--- config.mk ---
export PLATFORM = sky130hd
export DESIGN_NAME = rv32i_icache_loader_flat
export DESIGN_NICKNAME = d
export VERILOG_FILES = /design/src/rtl/rv32i_icache_loader_if.sv /design/src/rtl/rv32i_icache_loader.sv /design/src/flat_wrapper.sv
export SDC_FILE = /design/constraint.sdc
export NUM_CORES = 1
export LEC_CHECK = 0
export ABC_AREA = 1
export BUFFER_PORTS_ARGS = -buffer_cell sky130_fd_sc_hd__buf_2
export CORE_UTILIZATION = 30
export DETAILED_ROUTE_END_ITERATION = 7
export PLACE_DENSITY_LB_ADDON = 0.15
export SYNTH_ARGS = -nofsm -noshare
export SYNTH_HDL_FRONTEND = slang
export SYNTH_SLANG_ARGS = --single-unit
--- constraint.sdc ---
create_clock -name clk -period 5.61 [get_ports clk]
set_clock_uncertainty 0.05 [all_clocks]
set_input_delay 0.2805 -clock clk [delete_from_list [all_inputs] [get_ports clk]]
set_output_delay 0.2805 -clock clk [all_outputs]
set_load 0.05 [all_outputs]
--- src/rtl/rv32i_icache_loader_if.sv ---
// Bundles the receive-parser word stream, the instruction-memory write port and
// the load status lines shared by the icache loader and whatever sits around it.
interface rv32i_icache_loader_if #(
    parameter int ADDR_W = 10
);
    logic [31:0]     data_i;
    logic            data_i_valid;
    logic            rx_finish_i;
    logic            imem_we;
    logic [ADDR_W-1:0] imem_addr;
    logic [31:0]     imem_wdata;
    logic            imem_ready;
    logic            core_hold;
    logic            load_done;
    logic [ADDR_W:0] word_count;
    logic            err_ovf;

    modport master (
        input  data_i, data_i_valid, rx_finish_i, imem_ready,
        output imem_we, imem_addr, imem_wdata, core_hold, load_done, word_count, err_ovf
    );

    modport slave (
        output data_i, data_i_valid, rx_finish_i, imem_ready,
        input  imem_we, imem_addr, imem_wdata, core_hold, load_done, word_count, err_ovf
    );
endinterface

--- src/rtl/rv32i_icache_loader.sv ---
// Streams parser words through a small show-ahead FIFO into consecutive
// instruction-memory addresses, holding the core in reset while a load runs.
module rv32i_icache_loader #(
    parameter int ADDR_W  = 10,
    parameter int FIFO_AW = 2
) (
    input  logic                  clk,
    input  logic                  rst,
    rv32i_icache_loader_if.master bus
);
    localparam int DEPTH = 1 << FIFO_AW;

    typedef enum logic [1:0] {
        S_IDLE,
        S_LOAD,
        S_DRAIN,
        S_DONE
    } state_t;

    state_t              r_state;
    state_t              w_state_next;
    logic [31:0]         r_fifo [DEPTH];
    logic [FIFO_AW:0]    r_wr_ptr;
    logic [FIFO_AW:0]    r_rd_ptr;
    logic [ADDR_W-1:0]   r_addr;
    logic [ADDR_W:0]     r_count;
    logic                r_mem_full;
    logic                r_err_ovf;

    logic w_empty;
    logic w_full;
    logic w_we;
    logic w_hold;
    logic w_done;
    logic w_active;
    logic w_start;
    logic w_push_req;
    logic w_push;
    logic w_commit;
    logic w_discard;
    logic w_pop;
    logic w_drop;

    // Pointers carry one extra wrap bit so full and empty are distinguishable.
    assign w_empty = (r_wr_ptr == r_rd_ptr);
    assign w_full  = (r_wr_ptr[FIFO_AW] != r_rd_ptr[FIFO_AW]) &&
                     (r_wr_ptr[FIFO_AW-1:0] == r_rd_ptr[FIFO_AW-1:0]);

    assign w_active   = (r_state == S_LOAD) || (r_state == S_DRAIN);
    assign w_start    = (r_state == S_IDLE) && bus.data_i_valid;
    assign w_push_req = bus.data_i_valid && ((r_state == S_IDLE) || (r_state == S_LOAD));
    assign w_commit   = w_we && bus.imem_ready;
    // Once memory is full, queued words are still popped so the drain can finish.
    assign w_discard  = w_active && !w_empty && r_mem_full;
    assign w_pop      = w_commit || w_discard;
    assign w_push     = w_push_req && (!w_full || w_pop);
    assign w_drop     = w_push_req && w_full && !w_pop;

    always_ff @(posedge clk or posedge rst) begin
        if (rst) begin
            r_state <= S_IDLE;
        end else begin
            r_state <= w_state_next;
        end
    end

    always_comb begin
        w_state_next = r_state;
        w_we         = 1'b0;
        w_hold       = 1'b0;
        w_done       = 1'b0;
        case (r_state)
            S_IDLE: begin
                if (bus.data_i_valid) begin
                    w_state_next = S_LOAD;
                end
            end
            S_LOAD: begin
                w_hold = 1'b1;
                w_we   = !w_empty && !r_mem_full;
                if (bus.rx_finish_i) begin
                    w_state_next = S_DRAIN;
                end
            end
            S_DRAIN: begin
                w_hold = 1'b1;
                w_we   = !w_empty && !r_mem_full;
                if (w_empty) begin
                    w_state_next = S_DONE;
                end
            end
            S_DONE: begin
                w_hold       = 1'b1;
                w_done       = 1'b1;
                w_state_next = S_IDLE;
            end
            default: begin
                w_state_next = S_IDLE;
            end
        endcase
    end

    always_ff @(posedge clk) begin
        if (w_push) begin
            r_fifo[r_wr_ptr[FIFO_AW-1:0]] <= bus.data_i;
        end
    end

    // The address sticks at the top word after the last slot is written.
    always_ff @(posedge clk or posedge rst) begin
        if (rst) begin
            r_wr_ptr   <= '0;
            r_rd_ptr   <= '0;
            r_addr     <= '0;
            r_count    <= '0;
            r_mem_full <= 1'b0;
            r_err_ovf  <= 1'b0;
        end else begin
            if (w_push) begin
                r_wr_ptr <= r_wr_ptr + 1'b1;
            end
            if (w_pop) begin
                r_rd_ptr <= r_rd_ptr + 1'b1;
            end
            if (w_start) begin
                r_addr     <= '0;
                r_count    <= '0;
                r_mem_full <= 1'b0;
                r_err_ovf  <= 1'b0;
            end else begin
                if (w_commit) begin
                    r_count <= r_count + 1'b1;
                    if (r_addr == '1) begin
                        r_mem_full <= 1'b1;
                    end else begin
                        r_addr <= r_addr + 1'b1;
                    end
                end
                if (w_drop || w_discard) begin
                    r_err_ovf <= 1'b1;
                end
            end
        end
    end

    assign bus.imem_we    = w_we;
    assign bus.imem_addr  = r_addr;
    assign bus.imem_wdata = r_fifo[r_rd_ptr[FIFO_AW-1:0]];
    assign bus.core_hold  = w_hold;
    assign bus.load_done  = w_done;
    assign bus.word_count = r_count;
    assign bus.err_ovf    = r_err_ovf;
endmodule

--- src/flat_wrapper.sv ---
// flat-port wrapper written by rule: the top's interface ports become plain ports
module rv32i_icache_loader_flat 
#(
    parameter int ADDR_W  = 10,
    parameter int FIFO_AW = 2
)
  (clk, rst, bus_data_i, bus_data_i_valid, bus_rx_finish_i, bus_imem_ready, bus_imem_we, bus_imem_addr, bus_imem_wdata, bus_core_hold, bus_load_done, bus_word_count, bus_err_ovf);
  rv32i_icache_loader_if #(.ADDR_W(ADDR_W)) bus_i ();
  input  logic clk;
  input  logic rst;
  input wire logic [$bits(bus_i.data_i)-1:0] bus_data_i;
  input wire logic [$bits(bus_i.data_i_valid)-1:0] bus_data_i_valid;
  input wire logic [$bits(bus_i.rx_finish_i)-1:0] bus_rx_finish_i;
  input wire logic [$bits(bus_i.imem_ready)-1:0] bus_imem_ready;
  output wire logic [$bits(bus_i.imem_we)-1:0] bus_imem_we;
  output wire logic [$bits(bus_i.imem_addr)-1:0] bus_imem_addr;
  output wire logic [$bits(bus_i.imem_wdata)-1:0] bus_imem_wdata;
  output wire logic [$bits(bus_i.core_hold)-1:0] bus_core_hold;
  output wire logic [$bits(bus_i.load_done)-1:0] bus_load_done;
  output wire logic [$bits(bus_i.word_count)-1:0] bus_word_count;
  output wire logic [$bits(bus_i.err_ovf)-1:0] bus_err_ovf;
  assign bus_i.data_i = bus_data_i;
  assign bus_i.data_i_valid = bus_data_i_valid;
  assign bus_i.rx_finish_i = bus_rx_finish_i;
  assign bus_i.imem_ready = bus_imem_ready;
  assign bus_imem_we = bus_i.imem_we;
  assign bus_imem_addr = bus_i.imem_addr;
  assign bus_imem_wdata = bus_i.imem_wdata;
  assign bus_core_hold = bus_i.core_hold;
  assign bus_load_done = bus_i.load_done;
  assign bus_word_count = bus_i.word_count;
  assign bus_err_ovf = bus_i.err_ovf;
  rv32i_icache_loader #(.ADDR_W(ADDR_W), .FIFO_AW(FIFO_AW)) u_core (.clk(clk), .rst(rst), .bus(bus_i));
endmodule
# Word-level counts from Yosys, hierarchy flattened
# Memory sizes are Yosys's and may differ from the RTL's.
# Cells that the tools add are included.
word_totals:
  reg_bits: 31
  latchBits: 0
  ramBits: 128
  rom_bits: 0
  input_bits: 37
  out_inout_bits: 57
  elab_cells: 70
  n_memories: 1
memory_table:
  columns: ["name", "depth", "width", "read_ports", "rd_clocked_by_memory_dff", "write_ports", "line_no", "rtl"]
  rows:
  - ["u_core.r_fifo", 4, 32, 1, 0, 1, "rv32i_icache_loader.sv:22", "logic [31:0] r_fifo [DEPTH];"]
classes:
  n_addsub: 4
  n_mul: 0
  div_mod_pow: 0
  n_lt_le_gt_ge: 0
  eq_ne: 11
  shift: 0
  n_mux: 19
  bitwise: 0
  n_reduce_logical: 28
op_table:
  columns: ["operator", "count"]
  rows:
  - ["two-way mux 10 bit", 3]
  - ["two-way mux 11 bit", 2]
  - ["adder 11 x 1 -> 11 bit (second input constant)", 1]
  - ["adder 10 x 1 -> 10 bit (second input constant)", 1]
  - ["equality test 10 bit (second input constant)", 1]
  - ["logical AND 1 bit", 10]
  - ["two-way mux 1 bit", 10]
  - ["case mux 2 bit (4 select lines)", 1]
  - ["adder 3 x 1 -> 3 bit (second input constant)", 2]
  - ["two-way mux 2 bit", 3]
  - ["nonzero test 2 bit", 3]
  - ["logical OR 1 bit", 5]
  - ["equality test 2 bit (second input constant)", 2]
  - ["logical NOT 1 bit", 4]
  - ["inequality test 2 x 1 -> 1 bit (second input constant)", 2]
  - ["inequality test 2 bit (second input constant)", 2]
  - ["AND reduction 2 bit", 2]
  - ["equality test 3 bit", 1]
  - ["AND reduction 3 bit", 1]
  - ["OR reduction 3 bit", 1]
  - ["equality test 2 x 1 -> 1 bit (second input constant)", 1]
  - ["equality test 2 bit", 1]
  - ["logical NOT 2 bit", 1]
  - ["OR reduction 2 bit", 1]
  - ["inequality test 1 bit", 1]

# Longest topological paths before layout
depth:
  word_depth: 11
  mapped_depth: 9
  ltp_nobuf: 9

# Worst setup path before layout
# Ideal clock, no wire load.
synth_path:
  path_type: "reg-to-reg"
  start: "reg u_core.r_state[0]"
  end: "mem u_core.r_fifo[0][0] (enable)"
  setup_ns: 0.421
  arrival_ns: 2.572
  t_required_ns: 5.139
  path_slack_ns: 2.567
  stages_incl_launch_ff: 7
  n_path_buf: 0
  period_less_slack_ns: 3.043
  path_cell_list: "dfrtp_1 inv_1 ha_1 o211ai_2 nand2_4 nand2_2 nor2_1"
synth_via:
  elab_chain_len: 9
  elab_cells_between_ends: 16
  cone_classes: "eq/ne: 2; mux: 3; reduce/logical: 11"
synth_lines:
  columns: ["item", "line_no", "rtl"]
  rows:
  - ["start, declared", "rv32i_icache_loader.sv:20", "state_t r_state;"]
  - ["start signal, assigned", "rv32i_icache_loader.sv:63", "r_state <= w_state_next;"]
  - ["equality test 2 x 1 -> 1 bit / equality test 2 bit (equally long branches)", "rv32i_icache_loader.sv:49, rv32i_icache_loader.sv:51, rv32i_icache_loader.sv:72", null]
  - ["OR reduction 2 bit (no source line) / logical OR 1 bit (equally long branches)", null, null]
  - ["two-way mux 1 bit / logical AND 1 bit (equally long branches)", null, null]
  - ["logical AND 1 bit, on equally long branches", "rv32i_icache_loader.sv:52, rv32i_icache_loader.sv:54", null]
  - ["logical OR 1 bit", "rv32i_icache_loader.sv:55", "assign w_pop = w_commit || w_discard;"]
  - ["logical OR 1 bit", "rv32i_icache_loader.sv:56", "assign w_push = w_push_req && (!w_full || w_pop);"]
  - ["logical AND 1 bit (*)", "rv32i_icache_loader.sv:56", null]
  - ["two-way mux 1 bit (*)", "rv32i_icache_loader.sv:104", "if (w_push) begin"]
  - ["two-way mux 1 bit (not written as such) (*)", "rv32i_icache_loader.sv:105", "r_fifo[r_wr_ptr[FIFO_AW-1:0]] <= bus.data_i;"]
  - ["end, declared", "rv32i_icache_loader.sv:22", null]
# Mark *: on every way between the ends. The rest lies on a longest branch, timed or not.

# Final worst setup path
layout_path:
  start: "reg u_core.r_rd_ptr[1]"
  end: "out bus_imem_wdata[24]"
layout_via:
  elab_chain_len: 1
layout_lines:
  columns: ["item", "line_no", "rtl"]
  rows:
  - ["start, declared", "rv32i_icache_loader.sv:24", "logic [FIFO_AW:0] r_rd_ptr;"]
  - ["start signal, assigned", "rv32i_icache_loader.sv:123", "r_rd_ptr <= r_rd_ptr + 1'b1;"]
  - ["memory (4 x 32 bit)", null, null]
  - ["end, declared", "flat_wrapper.sv:17", "output wire logic [$bits(bus_i.imem_wdata)-1:0] bus_imem_wdata;"]
# No other way between the ends.

==> run metrics <==
run status complete, no violations; RSZ-0062 raised after global routing false; WL/cell 15.6 um; # port buffers 93; wirelength, routed 15000 um; Routed Antenna Nets 0; hpwl dp 9180 um; Static Leak 3.13 nW; most common cell after layout, fill and taps aside edfxtp_1; Hold Violations, Final 0; footprint of the multi-input gates 1840 um^2; Residual DRC 0; first-pass detailed-route iteration total 4; most frequent cells in the layout 128 x edfxtp_1, 95 x nor2_1, 93 x buf_2, 91 x nand2_1, 68 x o21ai_0; Crit path largest cell delay 0.80 ns; Initial Utilization 0.306; worst skew pair latency 0.42 ns; die area 22900 um^2; Post-Syn Area per Cell 11.6 um^2; Die Wd 151 um; gp weighted congestion 0.797; Peak VDD IR 0.000270 V; Synth Warn # 0; Layout fillers 2159; Worst-Margin Slew 1.15 ns; fraction of final layout cells sized beyond drive strength 1 0.207; first-pass GRT wire length 23700 um; normalized max-slew margin 0.234; Hold WC Path Type in -> reg; sequential-to-total area share from yosys stat 0.692; TritonCTS clock tree built; Top FF cell, synth edfxtp_1; Max FO, Critical Path 33; clock root cell clkbuf_16; GRT Total Usage 0.138; Max-cap violations 0; post-layout min period 3.30 ns; CP Capture Type output port; clk sinks 159; DR vias 4387; Core Region 21800 um^2; post-synthesis net count 626; P&R area growth vs syn 20.0%; Ant. Diodes 0; GR Overflow Total 0; die extent in y 151 um; final max-slew violation count 0; Setup crit start kind flip-flop; vias in the first global route 4389; DP Worst Slack 2.25 ns; ratio of final minimum period to clock period 0.589; Post-synth EDFFs 128; largest net degree at the start of global routing 68; Nets 718; Cell variety after synth 26; Post-Syn Area 6680 um^2; Post-Synthesis Cells 577; critical path arrival 2.97 ns; IO Count 94; Post-CTS Setup Bufs 0; Worst Path Required 5.28 ns; htree depth 4; via/cell ratio 4.56; fraction of registers with async set/reset 0.195; final-report setup violation count 0; Cell Chain, Critical Path buf_4 > inv_1 > o21ai_0 > o22ai_1 > buf_2; register area 4620 um^2; initial antenna violation count 1; Critical Setup Path Class reg -> out; Setup WS post-layout 2.31 ns; CTS clk-pin slew, worst paths 0.07 ns; flops & latches, synth 159; Site Rows 54; slowest library cell on the worst path inv_1; fmax 0.303 GHz; clk buf depth 2; Num CTS Buffers 17; PD cells 613 nW/um^2; Iteration-0 DRC Markers 286; Final TNS setup 0 ns
-- sequential cells by signal, indices dropped and copies added, names as in the netlist --
signal,count
u_core.bus.err_ovf,1
u_core.bus.word_count,11
u_core.bus.imem_addr,10
u_core.r_wr_ptr,3
u_core.r_rd_ptr,3
u_core.r_mem_full,1
u_core.r_fifo,128
u_core.r_state,2
-- cell families (layout without fill, tap and decap cells) --
family	count (synthesis)	after routing	share of synthesized area
DFF	159	159	0.692
adders and majority gates	12	12	0.0225
xor gates and xnor gates	16	16	0.0210
AOI/OAI and AO/OA	112	112	0.0927
and+or+nand+nor	220	220	0.136
buffers and inverters	58	163	0.0363
-- report_power, final --
group	leakage [nW]	internal (mW)	total (mW)	switching, mW
Clock	0.280	0.629	1.13	0.506
Combinational	1.28	0.464	2.07	1.60
Sequential	1.57	1.53	1.71	0.174
Total	3.13	2.63	4.91	2.28
-- Yosys cell counts, types with 5 or more instances --
| library cell | instances | area share |
|---|---|---|
| clkbuf_1 | 20 | 0.011 |
| o21ai_0 | 68 | 0.051 |
| ha_1 | 12 | 0.022 |
| o22ai_1 | 33 | 0.031 |
| nand2_1 | 91 | 0.051 |
| nand3_1 | 21 | 0.016 |
| xnor2_1 | 5 | 0.0066 |
| dfrtp_1 | 31 | 0.12 |
| inv_1 | 32 | 0.018 |
| a21oi_1 | 5 | 0.0037 |
| nor2_1 | 98 | 0.055 |
| edfxtp_1 | 128 | 0.58 |
| xor2_1 | 11 | 0.014 |
-- per-layer routing --
layer | vias to the layer above | GRT usage | wire [um]
met4 | 2 | 0.0440 | 110
li1 | 2191 | - | -
met1 | 2095 | 0.183 | 7190
met5 | - | 0 | 10
met2 | 92 | 0.221 | 7120
met3 | 7 | 0.0346 | 610
-- layout make-up --
cell class / count / share of cell area
sequential: 159 / 0.577
tap: 280 / 0.0437
timing repair buffer: 98 / 0.0631
inverter: 33 / 0.0155
clock inverter: 14 / 0.0181
multi-input combinational: 360 / 0.229
clock buffer: 18 / 0.0536
-- critical path, delay by kind of cell, from the launching register on --
kind                   cells  cell delay, ns
flip-flops                 1            0.55
buffers and inverters      3            1.45
AO/OA/AOI/OAI              2            0.53
-- worst paths after layout --
check                                         from                       end  slack [ns]  cells past startpoint
max in group asynchronous                      rst        u_core.r_rd_ptr[0]        4.72                      4
min in group asynchronous                      rst  u_core.bus.word_count[2]        0.45                      4
worst max-delay path            u_core.r_rd_ptr[1]        bus_imem_wdata[24]        2.31                      5
worst min-delay path                bus_data_i[14]      u_core.r_fifo[3][14]        0.03                      1
worst max register to register  u_core.r_rd_ptr[0]       u_core.r_fifo[0][8]        2.32                      8
worst min register to register  u_core.r_wr_ptr[2]        u_core.r_wr_ptr[2]        0.46                      2
-- per-stage QoR --
stage	cell area, um^2	cells	total power [mW]	hold WS, ns	utilization
3_3_place_gp	7430	929	3.81	0.343	0.340
3_5_place_dp	7430	929	3.83	0.353	0.340
6_report	8010	962	4.91	0.0268	0.367
5_1_grt	8010	962	5.19	0.0118	0.367
4_1_cts	8010	962	4.98	0.0113	0.367
2_1_floorplan	6680	577	3.28	0.329	-
-- repair_timing --
action / CTS / global route
resized for setup: 0 / 0
endpoints found under the setup margin: 0 / 0
hold buffers: 1 / 0
endpoints found under the hold margin: 31 / 0
(Power assumes the default switching activity.)
